===== config.mk =====
export PLATFORM = sky130hd
export DESIGN_NAME = pe_sum_scheduler
export DESIGN_NICKNAME = d
export VERILOG_FILES = /design/src/rtl/pe_sum_scheduler.sv
export SDC_FILE = /design/constraint.sdc
export NUM_CORES = 1
export LEC_CHECK = 0
export CORE_ASPECT_RATIO = 2
export CORE_MARGIN = 2
export CORE_UTILIZATION = 50
export CTS_CLUSTER_SIZE = 25
export DETAILED_ROUTE_END_ITERATION = 12
export DONT_BUFFER_PORTS = 1
export GPL_TIMING_DRIVEN = 0
export SLEW_MARGIN = 20
export SYNTH_ARGS = -nofsm -noshare
export SYNTH_HDL_FRONTEND = slang
export SYNTH_SLANG_ARGS = --single-unit

===== constraint.sdc =====
create_clock -name clk -period 5.7 [get_ports clk]
set_input_delay 1.14 -clock clk [delete_from_list [all_inputs] [get_ports clk]]
set_output_delay 1.14 -clock clk [all_outputs]
set_load 0.02 [all_outputs]

===== src/rtl/pe_sum_scheduler.sv =====
// Per-pixel job controller for a group of three PEs: it issues a start to all lanes,
// sums their partial results as they return in any order, and hands the sum downstream.
module pe_sum_scheduler #(
  parameter int unsigned DATA_W = 16,
  parameter int unsigned CNT_W  = 8
) (
  input  logic              clk,
  input  logic              reset,
  input  logic              start,
  input  logic [CNT_W-1:0]  num_pix,
  output logic              busy,
  output logic [2:0]        pe_start,
  input  logic [2:0]        pe_done,
  input  logic [DATA_W-1:0] pe_data_0,
  input  logic [DATA_W-1:0] pe_data_1,
  input  logic [DATA_W-1:0] pe_data_2,
  output logic              out_valid,
  input  logic              out_ready,
  output logic [DATA_W-1:0] out_data,
  output logic [CNT_W-1:0]  pix_idx,
  output logic              job_done
);

  typedef enum logic [2:0] {
    StIdle,
    StIssue,
    StCollect,
    StOutput,
    StFinish
  } state_e;

  state_e              state_q, state_d;
  logic [CNT_W-1:0]    num_pix_q, num_pix_d;
  logic [CNT_W-1:0]    pix_idx_q, pix_idx_d;
  logic [DATA_W-1:0]   acc_q, acc_d;
  logic [DATA_W-1:0]   out_data_q, out_data_d;
  logic [2:0]          got_q, got_d;

  logic [2:0]          lane_new;
  logic [2:0]          got_all;
  logic [DATA_W-1:0]   add_0, add_1, add_2;
  logic [DATA_W-1:0]   lane_sum;
  logic [CNT_W-1:0]    last_idx;

  // Only lanes not yet collected for this pixel contribute; repeat strobes fall away here.
  assign lane_new = pe_done & ~got_q;
  assign got_all  = got_q | lane_new;
  assign add_0    = lane_new[0] ? pe_data_0 : '0;
  assign add_1    = lane_new[1] ? pe_data_1 : '0;
  assign add_2    = lane_new[2] ? pe_data_2 : '0;
  assign lane_sum = acc_q + add_0 + add_1 + add_2;
  assign last_idx = num_pix_q - CNT_W'(1);

  always_comb begin
    state_d    = state_q;
    num_pix_d  = num_pix_q;
    pix_idx_d  = pix_idx_q;
    acc_d      = acc_q;
    got_d      = got_q;
    out_data_d = out_data_q;

    case (state_q)
      StIdle: begin
        if (start) begin
          if (num_pix != '0) begin
            num_pix_d = num_pix;
            pix_idx_d = '0;
            state_d   = StIssue;
          end else begin
            state_d = StFinish;
          end
        end
      end
      StIssue: begin
        acc_d   = '0;
        got_d   = '0;
        state_d = StCollect;
      end
      StCollect: begin
        acc_d = lane_sum;
        got_d = got_all;
        if (got_all == 3'b111) begin
          out_data_d = lane_sum;
          state_d    = StOutput;
        end
      end
      StOutput: begin
        if (out_ready) begin
          if (pix_idx_q == last_idx) begin
            state_d = StFinish;
          end else begin
            pix_idx_d = pix_idx_q + CNT_W'(1);
            state_d   = StIssue;
          end
        end
      end
      StFinish: begin
        state_d = StIdle;
      end
      default: begin
        state_d = StIdle;
      end
    endcase
  end

  always_ff @(posedge clk) begin
    if (reset) begin
      state_q    <= StIdle;
      num_pix_q  <= '0;
      pix_idx_q  <= '0;
      acc_q      <= '0;
      got_q      <= '0;
      out_data_q <= '0;
    end else begin
      state_q    <= state_d;
      num_pix_q  <= num_pix_d;
      pix_idx_q  <= pix_idx_d;
      acc_q      <= acc_d;
      got_q      <= got_d;
      out_data_q <= out_data_d;
    end
  end

  // Every output is a decode of registered state, so no input reaches an output in-cycle.
  assign busy      = (state_q != StIdle);
  assign pe_start  = {3{state_q == StIssue}};
  assign out_valid = (state_q == StOutput);
  assign job_done  = (state_q == StFinish);
  assign out_data  = out_data_q;
  assign pix_idx   = pix_idx_q;

endmodule


# Word level (Yosys, flattened, before mapping)
# Cells that the tools add are included.
[word_totals]
register_bits = 54
in_bits = 63
out_inout_bits = 30
wordCells = 50
[classes]
add_sub_neg = 5
eq_ne = 11
mux = 16
bitwise_logic = 3
reduce_logical = 9
[op_table]
columns = ["operator", "count"]
rows = [
  ["16-bit adder", 3],
  ["16-bit 2-to-1 mux", 3],
  ["8-bit 2-to-1 mux", 4],
  ["16-bit one-hot mux with 2 select lines", 1],
  ["8-bit one-hot mux with 2 select lines", 1],
  ["3-bit 2-to-1 mux", 5],
  ["3-bit one-hot mux with 4 select lines", 1],
  ["8-bit by 1-bit adder with 8-bit output (second input constant)", 1],
  ["8-bit == test", 1],
  ["2-bit inequality test (second input constant)", 4],
  ["8-bit nonzero test", 1],
  ["8-bit by 1-bit subtractor with 8-bit output (second input constant)", 1],
  ["3-bit by 2-bit == test with 1-bit output (second input constant)", 2],
  ["3-bit == test (second input constant)", 2],
  ["3-bit one-hot mux with 2 select lines", 1],
  ["3-bit AND reduction", 2],
  ["5-bit AND reduction", 1],
  ["2-bit nonzero test", 2],
  ["3-bit AND", 1],
  ["3-bit by 1-bit == test with 1-bit output (second input constant)", 1],
  ["3-bit zero test", 1],
  ["3-bit inverter", 1],
  ["3-bit OR", 1],
  ["3-bit nonzero test", 1],
  ["other kinds (2)", 2],
]

# Longest topological paths before layout
[logic_depth]
ltp_word = 7
ltp_mapped = 14
depth_no_buf = 13

# Least setup slack after synthesis
# No wires, ideal clock.
[synth_path]
kind = "input port to flip-flop"
start = "input pe_done[0]"
end = "register acc_q[15]"
setup_ps = 122
arrival_ps = 4572
required_time_ps = 5578
setup_slack_ps = 1006
cell_stages = 14
path_buffers = 2
cell_sequence = "nor2b_1 clkbuf_1 clkbuf_1 nand2_1 fa_1 fa_1 inv_1 ha_1 a21o_1 a221oi_1 and2_1 o31ai_1 nor3b_1 a311o_1"
[synth_via]
elab_chain_len = 6
[synth_rtl]
columns = ["element", "line_no", "source"]
rows = [
  ["from (decl)", "13", "input logic [2:0] pe_done,"],
  ["3-bit AND", "46", "assign lane_new = pe_done & ~got_q;"],
  ["16-bit 2-to-1 mux", "48", "assign add_0 = lane_new[0] ? pe_data_0 : '0;"],
  ["16-bit adder (3 in a row)", "51", "assign lane_sum = acc_q + add_0 + add_1 + add_2;"],
  ["16-bit one-hot mux with 2 select lines", "62", "case (state_q)"],
  ["to (signal assigned)", "111", "acc_q <= '0;"],
  ["to (signal assigned)", "118", "acc_q <= acc_d;"],
  ["to (decl)", "35", "logic [DATA_W-1:0] acc_q, acc_d;"],
]
# Every way passes these cells.
# A chain may end at the register's enable or synchronous reset.

# Worst setup path in the final report
# Same ends and word-level chain as after synthesis.

==> results.yml <==
timing:
  fin_skew_ps: 3.61
  final-setup-viol-count: 0
  tightest_slew_ps: 657
  slew_viol_final: 0
  setup_tns_ps: 0
  setup_slack_ps: 546
  relSlewSlack_pct: 56.2
  rsz0062_at_grt: "no"
  timing.final.crit_share_pct: 90.4
  max_freq_ghz: 0.194
  hold_viol: 0
  period_minus_slack_ps: 5150
global_routing:
  grt_antenna_before_repair: 0
  grt-ovfl-total: 0
  grt_pass1_vias: 3142
  grt_pass1_wl_um: 15300
  grt_usage_pct: 22.8
  grt_max_degree: 17
power_and_ir_drop:
  p_leak_nw: 1.77
  design_power_total_mw: 1.42
  power_density_mw_per_mm2: 330
  peakVddDrop_mv: 0.266
finish:
  final_area_mm2: 0.00429
  multiInputGateArea_mm2: 0.00262
  nNetsFinal: 606
  fillers: 817
  num_antenna_cells: 0
  final_layout_size_suffix_gt1_share_pct: 5.03
  seq_area_mm2: 0.00108
  final_common_cell: "nand2_1"
  syn_to_final_growth_pct: 7.17
  final_cell_mix: "nand2_1, dfxtp_1, inv_1, nor2_1, a21oi_1"
logic_synthesis:
  synth_area_mm2: 0.00400
  synth-edff-count: 0
  postSynthCellCount: 489
  ys_ff_latch: 54
  synthArstFlopShare_pct: 0
  synth-main-ff-cell: "dfxtp_1"
  syn-num-nets: 599
  synth.avg_cell_area_um2: 8.18
  yosysSeqAreaShare_pct: 27.0
  yosys_warnings: 0
  ys_types: 55
placement:
  dp_worst_setup_slack_ps: 278
  hpwlAfterDp_um: 7630
  port_buffers: 0
  place.gp.congestion: 0.804
  place_area_mm2: 0.00412
clock_network:
  post_cts.repair.setup_buffers: 0
  clk_latency_ps: 290
  cts_resized: 0
  clock_sinks: 54
  clk_pin_slew_ps: 70
  htreeDepth: 2
  cts_root_buf: "clkbuf_16"
  cts_tree: "built"
  cts_made_buffers: 5
  holdBufCountCts: 0
  cts_buffer_depth: 2
detailed_routing:
  drcViolationCount: 0
  routed_wl_um: 9640
  antenna_left: 0
  route.vias.total: 3369
  dr.pass1.iters: 6
  post_drt_via_cell_ratio: 5.68
  drt_iter0_markers: 147
  wl_per_cell_um: 16.3
setup_path:
  slowest_delay_ps: 620
  crit_slowest_cell: "a221oi_1"
  required_ps: 5880
  critPathKind: "input pin to flop"
  crit_start: "pe_done[0]"
  critPathCaptureType: "flop"
  path_max_fanout: 10
  critPathLaunchType: "input pin"
  path_cells: "nor2b_1, clkbuf_1, clkbuf_1, nand2_1, fa_1, fa_1, inv_1, ha_1, a21o_1, a221oi_1, and2_1, o31ai_1, nor3b_1, a311o_1"
  crit_arrival_ps: 5340
  reg2reg_depth: 14
  r2r_slack_ps: 1070
  reg2reg_to: "acc_q[15]"
  r2r_start: "got_q[0]"
run_status:
  outcome: "finished clean"
floorplan:
  initial_core_util_pct: 51.1
  core_mm2: 0.00783
  die_w_um: 67.2
  io_pins: 93
  die_area_mm2: 0.00877
  rows: 46
  die_h_um: 130
job:
  cap_violations: 0
min_path:
  holdCritPathClass: "flop to flop"
  hold_end: "acc_q[5]"
  worstHoldStart: "acc_q[5]"
  hold_depth: 2
==> registers in the layout (all words and copies together), names as in the netlist <==
signal and flops:
got_q 3, out_data 16, pix_idx 8, num_pix_q 8
state_q 3, acc_q 16
==> worst max-delay path: cells and delay by family <==
family,cells,cell delay [ps]
AOI/OAI and AO/OA,4,1230
adders and majority gates,3,1410
and+or+nand+nor,4,690
buffers and inverters,3,870
==> report_power, final <==
group,leakage (nW),internal [mW],switching [mW]
logic,1.25,0.250,0.376
registers,0.438,0.409,0.0336
clock network,0.0771,0.208,0.140
total,1.77,0.866,0.549
==> cell families (layout without fill, tap and decap cells) <==
logic type	Yosys count	after routing	synth area share [%]
AO/OA/AOI/OAI	97	97	16.3
AND/OR/NAND/NOR	185	185	21.4
multiplexers	7	7	1.75
flip-flops	54	54	27.0
adder cells (fa/ha/maj)	47	47	20.3
buffers and inverters	74	82	7.35
XOR/XNOR	25	25	5.82
==> per-layer routing <==
layer / wire length (um) / global-route usage, % / up-vias / share of wire (%)
met3: 559 / 4.02 / 11 / 5.8
met2: 4670 / 37.6 / 91 / 48
met1: 4260 / 30.3 / 1607 / 44
met5: 0 / 0 / - / 0
met4: 153 / 6.72 / 0 / 1.6
li1: - / - / 1660 / -
==> final cells by class <==
cell class	count	share of cell area, %
flip-flops and latches	54	25.2
clock buffers	6	3.01
inverters	49	4.29
plain buffers	25	2.57
clock inverters	2	0.876
multi-input cells	361	61.2
well taps	96	2.80
==> cells in the mapped netlist (all sizes together), types with 4 or more instances <==
library cell,number,share of area (%)
xor2,13,2.8
fa,30,15
or3,8,1.4
nor2,41,3.8
nor3,6,0.75
a21oi,31,3.9
o21ai,13,1.6
mux2i,7,1.8
a21o,5,0.97
a22oi,13,2.4
inv,49,4.6
dfxtp,54,27
ha,17,5.3
buf,9,1.3
nand2,82,7.7
nor4,5,0.78
clkbuf,16,1.5
xnor2,11,2.4
and2,7,1.1
nand3,11,1.4
or4,6,1.1
o31ai,8,1.6
and3,4,0.63
==> through the flow <==
stage	hold slack [ps]	std cells	utilization, %
floorplan	436	489	-
global placement	470	585	52.6
detailed placement	472	585	52.6
CTS	481	593	54.7
global route	501	593	54.7
finish	477	593	54.7
==> how the worst max path moves through the flow <==
stage,to,slack (ps)
global route,acc_q[15],260
detailed placement,acc_q[14],280
CTS,acc_q[14],560
finish,acc_q[15],550
global placement,acc_q[14],250
floorplan,acc_q[15],1010
Power figures use the tool's default switching activity.
